--- config.mk ---
export PLATFORM = sky130hd
export DESIGN_NAME = halt_detector
export DESIGN_NICKNAME = d
export VERILOG_FILES = /design/src/rtl/mips_result_checker_halt_detector.sv
export SDC_FILE = /design/constraint.sdc
export NUM_CORES = 1
export LEC_CHECK = 0
export BUFFER_PORTS_ARGS = -buffer_cell sky130_fd_sc_hd__buf_4
export CAP_MARGIN = 20
export CORE_UTILIZATION = 45
export DETAILED_ROUTE_END_ITERATION = 8
export GPL_TIMING_DRIVEN = 1
export PLACE_DENSITY_LB_ADDON = 0.08
export SLEW_MARGIN = 0
export SYNTH_ARGS = -nofsm -noshare
export SYNTH_HDL_FRONTEND = slang
export SYNTH_SLANG_ARGS = --single-unit
--- constraint.sdc ---
create_clock -name clk -period 1.4 [get_ports clk]
set_input_delay 0.07 -clock clk [delete_from_list [all_inputs] [get_ports clk]]
set_output_delay 0.07 -clock clk [all_outputs]
set_load 0.05 [all_outputs]
--- src/rtl/mips_result_checker_halt_detector.sv ---
// halt_detector
// Watches the fetched instruction stream while the CPU runs and flags the
// edge on which the run should end.
// Ports:
//   clk, rst      clock and synchronous active-high reset
//   en            count only while high (checker in RUN)
//   inst          instruction currently fetched
//   scan_start    combinational: this edge ends the run (NOP run or watchdog)
//   wd_only       combinational: this edge ends the run by watchdog alone
module halt_detector
    #(
        parameter int TIMEOUT  = 9,
        parameter int WATCHDOG = 500
    )
    (
        input  logic        clk,
        input  logic        rst,
        input  logic        en,
        input  logic [31:0] inst,
        output logic        scan_start,
        output logic        wd_only
    );

    localparam int NOP_W = $clog2(TIMEOUT + 1);
    localparam int WD_W  = $clog2(WATCHDOG + 1);

    logic [NOP_W-1:0] nop_cnt_q, nop_cnt_d;
    logic [WD_W-1:0]  watch_cnt_q, watch_cnt_d;
    logic             nop_hit;
    logic             wd_hit;

    // Both triggers look at the updated counts so the run ends on the very
    // edge where the limit is reached.
    always_comb begin
        nop_cnt_d   = nop_cnt_q;
        watch_cnt_d = watch_cnt_q;
        if (en) begin
            nop_cnt_d   = (inst == 32'd0) ? nop_cnt_q + NOP_W'(1) : '0;
            watch_cnt_d = watch_cnt_q + WD_W'(1);
        end
        nop_hit    = en && (nop_cnt_d == NOP_W'(TIMEOUT));
        wd_hit     = en && (watch_cnt_d == WD_W'(WATCHDOG));
        scan_start = nop_hit || wd_hit;
        wd_only    = wd_hit && !nop_hit;
    end

    always_ff @(posedge clk) begin
        if (rst) begin
            nop_cnt_q   <= '0;
            watch_cnt_q <= '0;
        end else begin
            nop_cnt_q   <= nop_cnt_d;
            watch_cnt_q <= watch_cnt_d;
        end
    end

endmodule

==> metrics.md, run 1 <==
| Metric | Value |
|---|---|
| Remaining antenna violation count | `0` |
| Slew Limit Fails | `0` |
| DP Worst Slack | `-0.220 ns` |
| Dominant cell type by area after synthesis | `dfxtp_1` |
| Average wire length per cell after detail routing | `12.9 um` |
| Cell with the most instances after synthesis | `dfxtp_1` |
| Number of buffers on the longest clock path | `2` |
| Synthesized cell area | `820 um^2` |
| TritonCTS Buffers | `3` |
| Row cnt | `15` |
| Clock latency of the later-clocked register in the worst-skew pair | `0.29 ns` |
| Number of buffers inserted for hold repair after clock tree synthesis | `0` |
| Critical Path Fanout Max | `3` |
| Total global routing track utilization | `0.268` |
| Initial Utilization | `0.480` |
| Startpoint of the worst setup timing path | `watch_cnt_q[1]$_SDFF_PP0_` |
| Number of instances in the synthesized netlist | `96` |
| Area after DPL | `1330 um^2` |
| Die width | `44.7 um` |
| Final Instance Area | `1380 um^2` |
| Top-area cell type share of the netlist area | `0.318` |
| Clk sink count | `13` |
| Number of I/O port buffers | `36` |
| Sequential-to-total area share from yosys stat | `0.318` |
| Clock Skew | `0.0104 ns` |
| Minimum clock period after layout | `1.87 ns` |
| Startpoint of the worst-slack reg-to-reg timing path | `watch_cnt_q[3]$_SDFF_PP0_` |
| Worst Min Path Start | `rst` |
| Leakage power total | `0.000582 uW` |
| Clock tree from TritonCTS | `built` |
| Count of inserted antenna diode cells | `0` |
| Unique cell type count in the Yosys netlist | `32` |
| Post-detail-place hpwl | `1.92 mm` |
| Via-to-Cell Ratio | `5.25` |
| Tot Pwr | `789 uW` |
| Number of global-route vias before repair | `973` |
| Fraction of the core area covered by cells at the end of the flow | `0.808` |
| Cell types with the largest area share after synthesis | `dfxtp_1 (32%), xnor2_1 (7.5%), or4_4 (5.5%), nand4_1 (4.6%), nor2_1 (4.6%)` |
| Failing checks | `setup timing` |
| Final wirelength | `2.36 mm` |
| Final Instance Count excl. Fillers | `183` |
| Initial antenna violation count | `0` |
| Worst min-delay path category | `in -> reg` |
| Core Region | `1710 um^2` |
| Die outline area | `2000 um^2` |
| Ports | `37` |
| Required time at the worst-slack endpoint | `1.33 ns` |
| Fraction of the cycle the final worst path needs | `1.33` |
| Htree depth | `1` |
| Result of the run | `finished with violations` |
| Kind of start point of the critical path | `register` |
| Largest net degree at the start of global routing | `14` |
| Total via count after detailed routing | `960` |
| Power per Cell Area | `571 nW/um^2` |
| Detailed-router iteration count before antenna repair | `4` |
| Initial drt markers | `16` |
| Sum of overflow across all layers after global routing | `0` |
| F_max | `536 MHz` |
| Clock Tree Root | `clkbuf_4` |
| Fraction of final layout cells with drive strength greater than 1 | `0.506` |
| Number of enable-type register cells in the synthesized netlist | `0` |
| Crit Path Class | `reg -> out` |
| Mapped Nets | `133` |
| Per-instance average area after synthesis | `8.54 um^2` |
| Most numerous cell types in the synthesized netlist | `dfxtp_1 (13), nor2_1 (10), xnor2_1 (7)` |
| Worst slew margin | `0.715` |
| Transition time at the pin with the least slew margin | `0.426 ns` |
| Number of instances in the placed design | `178` |
| Post-synthesis sequential element count | `13` |
| Die height | `44.7 um` |
| Final WS setup | `-0.465 ns` |
| Final hold viol count | `0` |
| Reg clk slew, reported paths | `0.09 ns` |
| Post-layout net count | `196` |
| Synth warnings | `0` |
| Weighted congestion reported at the end of routability-driven placement | `0.811` |
| Max-cap violation count | `0` |
| RSZ-0062 raised after global routing | `true` |
| Synth-to-Final Area Change | `68.4%` |
| Post-synthesis async set-or-reset flop share | `0` |
| Global-route wire length before repair | `3.82 mm` |
| Critical Path Sink Type | `output pin` |
| IR drop worst, VDD | `658 uV` |
| WP data arrival | `1.80 ns` |
| Final count of negative-setup-slack endpoints | `2` |
| Post-route DRC violation count | `0` |
| Synth Flop Type | `dfxtp_1` |
[metal layers]
| metal | up-vias | routed length [um] | global-route usage |
|---|---|---|---|
| li1 | 481 | - | - |
| met1 | 448 | 878 | 0.274 |
| met4 | 0 | 24 | 0.0727 |
| met3 | 4 | 110 | 0.0735 |
| met5 | - | 0 | 0 |
| met2 | 27 | 1350 | 0.524 |
[repair_timing]
item                                    in CTS  in global routing
pin swaps                                    5                  0
setup buffers                                1                  0
cloned                                       0                  0
endpoints found under the setup margin       2                  2
gates resized for setup                      3                  1
[worst max-delay path: stages (launching register included)]
cell       delay, ns
dfxtp_4         0.37
ha_4            0.23
nand4b_1        0.19
nor2_1          0.14
o2111ai_2       0.17
nor3b_4         0.22
buf_6           0.18
[report_power, final]
part / switching (uW) / leakage (uW) / internal [uW]
logic: 52.7 / 0.000461 / 109
registers: 8.60 / 0.000106 / 376
clock network: 132 / 0.0000150 / 111
total: 193 / 0.000582 / 596
[layout make-up]
cell class                      count  area, um^2
Clock buffer                        4        26.3
Tap cell                           25        31.3
Inverter                            1        3.75
Multi-Input combinational cell     78         578
Sequential cell                    13         268
Fill cell                         112         328
Timing Repair Buffer               62         473
[layout by cell type, fill, tap and decap left out]
cell | netlist | final
a21o_1 | 1 | 1
a21oi_1 | 4 | 4
a31oi_1 | 3 | 3
and2_1 | 2 | 2
and4_1 | 1 | 1
and4_2 | 1 | 1
and4b_1 | 1 | 1
buf_4 | 0 | 60
buf_6 | 0 | 2
clkbuf_1 | 1 | 1
clkbuf_4 | 0 | 3
dfxtp_1 | 13 | 11
dfxtp_4 | 0 | 2
ha_1 | 2 | 1
ha_4 | 0 | 1
inv_1 | 1 | 1
mux2i_1 | 1 | 1
nand2_1 | 5 | 5
nand2b_1 | 4 | 4
nand3_1 | 2 | 2
nand3b_1 | 1 | 1
nand4_1 | 6 | 6
nand4b_1 | 1 | 1
nor2_1 | 10 | 10
nor2_4 | 2 | 2
nor2b_1 | 3 | 3
nor3_1 | 3 | 3
nor3b_1 | 2 | 1
nor3b_4 | 0 | 1
nor4_1 | 4 | 4
o2111ai_1 | 3 | 2
o2111ai_2 | 0 | 1
o21ai_2 | 0 | 1
o21ba_2 | 1 | 1
o31ai_1 | 1 | 1
or4_4 | 4 | 4
xnor2_1 | 7 | 6
xnor2_2 | 0 | 1
xor2_1 | 2 | 2
[path summary, 6_finish.rpt]
check	end	slack, ns	depth (start not counted)
setup / recovery	wd_only	-0.47	6
hold / removal	watch_cnt_q[0]$_SDFF_PP0_	0.05	2
setup reg to reg	watch_cnt_q[8]$_SDFF_PP0_	0.16	5
hold reg to reg	nop_cnt_q[3]$_SDFF_PP0_	0.50	2
[flip-flops by register name (all words and copies together) (netlist names)]
| name | flops |
|---|---|
| watch_cnt_q | 9 |
| nop_cnt_q | 4 |
[cell families after synthesis]
family          synth area share
compound gates             0.116
xor+xnor                  0.0962
fa+ha+maj                 0.0305
buf+inv                   0.0275
flops                      0.318
mux                       0.0122
simple gates               0.400
[through the flow]
stage / TNS (ns) / hold slack (ns)
after floorplan: -0.468 / 0.139
after global placement: -0.212 / 0.349
after detailed placement: -0.371 / 0.360
after CTS: -0.877 / 0.0467
after global routing: -1.06 / 0.0413
final: -0.878 / 0.0502
No activity file was read; power rests on OpenSTA's default activity.
==> run 2: changes to the inputs <==
CORE_MARGIN = 1.5   (was unset)
clock period = 2 ns   (was 1.4 ns; I/O delays follow)
==> run 2 against run 1 <==
  * The run now ends clean
  * Die area is 4.5% higher
  * Combinational power is 46% lower
  * Clock power is 31% lower
  * Critical path type unchanged
  * Critical endpoint unchanged
==> metrics.md, run 2 (same netlist as run 1, synthesis figures left out) <==
| Metric | Value |
|---|---|
| Result of the run | `completed` |
| Registers with the most flip-flops | `watch_cnt_q: 9 flops, nop_cnt_q: 4 flops` |
| Count of inserted antenna diode cells | `0 (unchanged)` |
| Number of buffers inserted by post-CTS setup repair | `0 (-1)` |
| Clock Tree Root | `clkbuf_4` |
| Critical Path Fanout Max | `4 (+1)` |
| Kind of start point of the critical path | `register` |
| Total area of multi-input combinational cells | `559 um^2 (-3.2%)` |
| Ports | `37 (unchanged)` |
| Clk sink count | `13 (unchanged)` |
| Slew Limit Fails | `0 (unchanged)` |
| IR drop worst, VDD | `450 uV (-32%)` |
| Slowest stage delay, CP | `0.35 ns (-0.02 ns)` |
| Critical Path Sink Type | `output pin` |
| WP data arrival | `1.76 ns (-0.04 ns)` |
| Die height | `45.7 um (+2.2%)` |
| Number of global-route vias before repair | `763 (-22%)` |
| Leakage power total | `0.000435 uW (-25%)` |
| Crit Path Class | `reg -> out` |
| NetSw | `130 uW (-33%)` |
| Final hold viol count | `0 (unchanged)` |
| Detailed-router iteration count before antenna repair | `4 (unchanged)` |
| Post-route DRC violation count | `0 (unchanged)` |
| Number of instances in the placed design | `153 (-14%)` |
| Via-to-Cell Ratio | `5.68 (+8.2%)` |
| Clock latency of the later-clocked register in the worst-skew pair | `0.28 ns (about the same)` |
| Buffering stage count on the worst path with inverters included | `1 (unchanged)` |
| Final count of negative-setup-slack endpoints | `0 (-2)` |
| Master of the slowest instance on the critical path | `dfxtp_1` |
| Startpoint of the worst-slack reg-to-reg timing path | `watch_cnt_q[1]$_SDFF_PP0_` |
| Reg clk slew, reported paths | `0.09 ns (about the same)` |
| F_max | `538 MHz` |
| Core Region | `1730 um^2 (+1.1%)` |
| Fill cell instance count of the final layout | `147 (+31%)` |
| Total via count after detailed routing | `891 (-7.2%)` |
| Number of buffers on the longest clock path | `2 (unchanged)` |
| Final Instance Count excl. Fillers | `157 (-14%)` |
| Number of buffers inserted for hold repair after clock tree synthesis | `0 (unchanged)` |
| Clock Skew | `0.00720 ns (-0.00316 ns)` |
| Max-cap violation count | `0 (unchanged)` |
| Required time at the worst-slack endpoint | `1.90 ns (+0.57 ns)` |
| Initial antenna violation count | `0 (unchanged)` |
| Worst Min Path Start | `rst` |
| Max FFs per register | `9 (unchanged)` |
| Fraction of final layout cells with drive strength greater than 1 | `0.402 (-0.105)` |
| Post-detail-place hpwl | `1.60 mm (-17%)` |
| Synth-to-Final Area Change | `41.2%` |
| Largest reg by FF count | `watch_cnt_q` |
| RSZ-0062 raised after global routing | `false` |
| Power per Cell Area | `458 nW/um^2 (-20%)` |
| Sum of overflow across all layers after global routing | `0 (unchanged)` |
| Row cnt | `15 (unchanged)` |
| Part of the power in registers | `0.517 (+0.029)` |
| Logic gate share of total power | `0.165 (-0.040)` |
| Largest delay contributor family on the critical path | `simple AND/OR/NAND/NOR gates` |
| Internal power | `401 uW (-33%)` |
| Post-layout net count | `170 (-13%)` |
| Fraction of the cycle the final worst path needs | `0.930` |
| Die width | `45.7 um (+2.2%)` |
| Weighted congestion reported at the end of routability-driven placement | `0.808 (-0.39%)` |
| Share of total power consumed by net switching | `0.244 (-0.000509)` |
| Largest net degree at the start of global routing | `17 (+3)` |
| Most common library cell in the layout ignoring fill and taps | `buf_4` |
| Global-route wire length before repair | `3.13 mm (-18%)` |
| Number of I/O port buffers | `36 (unchanged)` |
| Summed negative setup slack over all endpoints | `0 ns (+0.878 ns)` |
| Initial Utilization | `0.475 (-0.00522)` |
| Htree depth | `1 (unchanged)` |
| Sequential cell area | `267 um^2 (-0.47%)` |
| Top library cells by usage in the layout, fill and taps aside | `buf_4 (36), nor2_1 (10), dfxtp_1 (10)` |
| Initial drt markers | `33 (+17)` |
| Worst slew margin | `0.766 (+0.0511)` |
| Transition time at the pin with the least slew margin | `0.348 ns (-0.0778 ns)` |
| Minimum clock period after layout | `1.86 ns` |
| TritonCTS Buffers | `3 (unchanged)` |
| Average wire length per cell after detail routing | `13.4 um (+3.6%)` |
| Worst min-delay path category | `in -> reg` |
| Startpoint of the worst setup timing path | `nop_cnt_q[0]$_SDFF_PP0_` |
| Clock share of power | `0.318 (+0.010)` |
| Die outline area | `2090 um^2 (+4.5%)` |
| Final wirelength | `2.10 mm (-11%)` |
| Total global routing track utilization | `0.206 (-0.0620)` |
| CP Cell Sequence | `ha_1 > xnor2_1 > and4b_1 > nand4_1 > nor3b_2 > buf_4` |
| Remaining antenna violation count | `0 (unchanged)` |
| Clock tree from TritonCTS | `built` |
run 2: metrics by stage:
stage               area (um^2)  hold slack [ns]  setup slack [ns]  power, uW  utilization
floorplan                   825            0.169            0.0170        305            -
global placement           1110            0.382             0.266        358        0.641
detailed placement         1110            0.385             0.190        362        0.641
CTS                        1150           0.0892            0.0424        529        0.664
global route               1160           0.0877            0.0216        550        0.670
finish                     1160           0.0840             0.140        530        0.670
run 2: final cells by class:
type / count / area share
inverter: 1 / 0.00324
multi-input combinational: 78 / 0.483
timing repair buffer: 36 / 0.234
tap: 25 / 0.0270
clock buffer: 4 / 0.0227
sequential: 13 / 0.230
run 2: worst paths after layout:
check / end / slack [ns] / cells after the start
max: wd_only / 0.14 / 6
min: watch_cnt_q[0]$_SDFF_PP0_ / 0.08 / 2
max reg2reg: watch_cnt_q[8]$_SDFF_PP0_ / 0.75 / 5
min reg2reg: nop_cnt_q[1]$_SDFF_PP0_ / 0.51 / 2
run 2: repair_timing:
item                                    in CTS  in global routing
gates cloned                                 0                  0
gates resized for setup                      3                  4
endpoints found under the setup margin       2                  2
endpoints found under the hold margin        0                  0
run 2: routing by layer:
| layer | wire length, um | global-route usage |
|---|---|---|
| met1 | 886 | 0.258 |
| met2 | 959 | 0.335 |
| met3 | 221 | 0.0476 |
| met4 | 34 | 0.0882 |
| met5 | 0 | 0 |
run 2: worst reg2reg max path, stage by stage (launching register included):
cell	delay (ns)
dfxtp_2	0.41
ha_4	0.20
nand2_1	0.08
nor3_1	0.25
xnor2_1	0.15
nor2_1	0.05
run 2: power groups by stage:
stage / Combinational (uW) / Sequential, uW / Clock (uW)
6_report: 87.7 / 274 / 168
2_1_floorplan: 32.0 / 273 / 0
3_5_place_dp: 84.4 / 277 / 0
3_3_place_gp: 81.4 / 276 / 0
4_1_cts: 87.3 / 274 / 168
5_1_grt: 95.1 / 275 / 180
==> run 3: changes to the inputs <==
CORE_UTILIZATION = 48   (was 45)
CTS_BUF_LIST = sky130_fd_sc_hd__clkbuf_4   (was unset)
==> run 3 against run 2 <==
  * Worst hold slack worse by 0.012 ns
  * Core utilization increased by 7.0 points
  * Routed wire length decreased by 4.7%
  * Critical path depth stayed put
  * Non-clock buffer count increased by 1
  * Via count down 7.3%
  * Cell count fell by 5.1%
  * Clock skew fell by 0.0032 ns
  * Count of clock-buffer cells in the layout shrank 1
  * Combinational power decreased by 3.0%
  * Cell area decreased by 0.22%
  * Critical path type unchanged
==> metrics.md, run 3 (same netlist as run 1, synthesis figures left out) <==
| Metric | Value |
|---|---|
| Result of the run | `completed` |
| Die outline area | `1960 um^2 (-5.8%)` |
| Max FFs per register | `9 (unchanged)` |
| Initial antenna violation count | `0 (unchanged)` |
| Crit Path Class | `reg -> out` |
| Max-cap violation count | `0 (unchanged)` |
| Global-route wire length before repair | `3.24 mm (+3.3%)` |
| Largest reg by FF count | `watch_cnt_q` |
| Clk sink count | `13 (unchanged)` |
| Final count of negative-setup-slack endpoints | `0 (unchanged)` |
| Post-detail-place hpwl | `1.54 mm (-3.5%)` |
| Global routing met3 resource utilization | `0.0653 (+0.0177)` |
| Total via count after detailed routing | `826 (-7.3%)` |
| Die width | `44.3 um (-3.0%)` |
| Global routing met1 resource utilization | `0.254 (-0.00350)` |
| Ports | `37 (unchanged)` |
| Clock tree from TritonCTS | `built` |
| Remaining antenna violation count | `0 (unchanged)` |
| Summed negative setup slack over all endpoints | `0 ns (unchanged)` |
| RSZ-0062 raised after global routing | `false` |
| Synth-to-Final Area Change | `40.9%` |
| Initial drt markers | `16 (-52%)` |
| Number of I/O port buffers | `36 (unchanged)` |
| Final Instance Count excl. Fillers | `149 (-5.1%)` |
| Final hold viol count | `0 (unchanged)` |
| Minimum clock period after layout | `1.91 ns (+0.0530 ns)` |
| Share of total power consumed by net switching | `0.254 (+0.0102)` |
| Initial Utilization | `0.526 (+0.0510)` |
| Sum of overflow across all layers after global routing | `0 (unchanged)` |
| Core Region | `1560 um^2 (-9.7%)` |
| Critical Path Sink Type | `output pin` |
| Average wire length per cell after detail routing | `13.4 um (+0.40%)` |
| Registers with the most flip-flops | `watch_cnt_q: 9 flops, nop_cnt_q: 4 flops` |
| TritonCTS Buffers | `3 (unchanged)` |
| Detailed-router iteration count before antenna repair | `6 (+2)` |
| Critical Path Fanout Max | `7 (+3)` |
| Hold_ws | `0.0724 ns (-0.0116 ns)` |
| Leakage power total | `0.000441 uW (+1.6%)` |
| Kind of start point of the critical path | `register` |
| Worst slew margin | `0.816 (+0.0503)` |
| Top library cells by usage in the layout, fill and taps aside | `buf_4 (37), nor2_1 (10), dfxtp_1 (10)` |
| Post-route DRC violation count | `0 (unchanged)` |
| Power per Cell Area | `462 nW/um^2 (+0.80%)` |
| Part of the power in registers | `0.514 (-0.003)` |
| Count of inserted antenna diode cells | `0 (unchanged)` |
| F_max | `523 MHz (-2.8%)` |
| WP data arrival | `1.81 ns (+0.05 ns)` |
| Worst min-delay path category | `in -> reg` |
| Weighted congestion reported at the end of routability-driven placement | `0.905 (+12%)` |
| Row cnt | `14 (-1)` |
| Number of buffers inserted for hold repair after clock tree synthesis | `0 (unchanged)` |
| Peak-usage layer in the global routing report | `met2` |
| Required time at the worst-slack endpoint | `1.90 ns (about the same)` |
| Internal power | `398 uW (-0.77%)` |
| Clock share of power | `0.327 (+0.009)` |
| Fraction of final layout cells with drive strength greater than 1 | `0.414 (+0.0120)` |
| Tot Pwr | `533 uW (+0.58%)` |
| Clock Skew | `0.00402 ns (-0.00317 ns)` |
| Final wirelength | `2.00 mm (-4.7%)` |
| Met2 Resource Use GR | `0.394 (+0.0589)` |
| Total global routing track utilization | `0.223 (+0.0173)` |
| Most common library cell in the layout ignoring fill and taps | `buf_4` |
| Clock latency of the later-clocked register in the worst-skew pair | `0.29 ns (about the same)` |
| Post-layout net count | `171 (+0.59%)` |
| Number of global-route vias before repair | `781 (+2.4%)` |
| Reg clk slew, reported paths | `0.09 ns (about the same)` |
| Clock Tree Root | `clkbuf_4` |
| Die height | `44.3 um (-3.0%)` |
| Fraction of the cycle the final worst path needs | `0.957 (+0.0265)` |
| Slew Limit Fails | `0 (unchanged)` |
| Htree depth | `1 (unchanged)` |
| Number of instances in the placed design | `144 (-5.9%)` |
| Largest net degree at the start of global routing | `17 (unchanged)` |
| Logic gate share of total power | `0.160 (-0.005)` |
| Transition time at the pin with the least slew margin | `0.273 ns (-0.0744 ns)` |
| IR drop worst, VDD | `453 uV (+0.63%)` |
| NetSw | `136 uW (+4.8%)` |
| Fill cell instance count of the final layout | `119 (-19%)` |
| Number of buffers on the longest clock path | `2 (unchanged)` |
| Via-to-Cell Ratio | `5.54 (-2.3%)` |
==> run 3: cell types whose count changed in the layout (fill, tap and decap cells not counted), sizes merged <==
cell / change
clkbuf: -1
clkinv: +1
buf: +1
==> run 3: what timing repair did <==
| item | in CTS | in global routing |
|---|---|---|
| resized for setup | 3 | 4 |
| pin swaps | 0 | 1 |
| buffers inserted | 0 | 1 |
| endpoints found under the setup margin | 2 | 2 |
==> run 3: worst max-delay path: stages, from the launching register on <==
cell,delay (ns)
dfxtp_2,0.41
ha_4,0.19
nand4_1,0.12
xnor2_1,0.21
o2111ai_1,0.19
nor3b_2,0.18
buf_4,0.21
==> run 3: through the flow <==
step	utilization	instance area (um^2)	worst slack, ns
floorplan	-	825	0.0170
global placement	0.703	1100	0.281
detailed placement	0.703	1100	0.177
CTS	0.730	1140	0.00504
global route	0.741	1150	0.00817
finish	0.741	1150	0.0868
==> run 3: power by group through the flow <==
stage	registers, uW	logic [uW]	clock network [uW]
6_report	274	85.1	174
5_1_grt	275	92.9	187
4_1_cts	273	85.9	178
3_5_place_dp	277	83.1	0
3_3_place_gp	276	80.8	0
2_1_floorplan	273	32.0	0
==> run 3: per-layer routing <==
| metal | up-vias | share of wire | wire length [um] |
|---|---|---|---|
| li1 | 432 | - | - |
| met1 | 370 | 0.44 | 881 |
| met2 | 20 | 0.50 | 992 |
| met3 | 4 | 0.049 | 98 |
| met4 | 0 | 0.015 | 30 |
| met5 | - | 0 | 0 |
==> run 3: path summary, 6_finish.rpt <==
kind                             startpoint  cells after the start                        end  slack [ns]
setup / recovery  watch_cnt_q[1]$_SDFF_PP0_                      6                    wd_only        0.09
hold / removal                          rst                      2  watch_cnt_q[2]$_SDFF_PP0_        0.07
setup reg to reg  watch_cnt_q[2]$_SDFF_PP0_                      5  watch_cnt_q[7]$_SDFF_PP0_        0.66
hold reg to reg     nop_cnt_q[1]$_SDFF_PP0_                      2    nop_cnt_q[1]$_SDFF_PP0_        0.51
==> run 3: cell type report <==
cell class	instances	area, um^2	share of cell area
clock inverter	1	5.00	0.00433
inverter	1	3.75	0.00325
multi-input combinational	78	559	0.484
timing repair buffer	37	278	0.241
sequential	13	267	0.231
tap	16	20.0	0.0173
clock buffer	3	22.5	0.0195
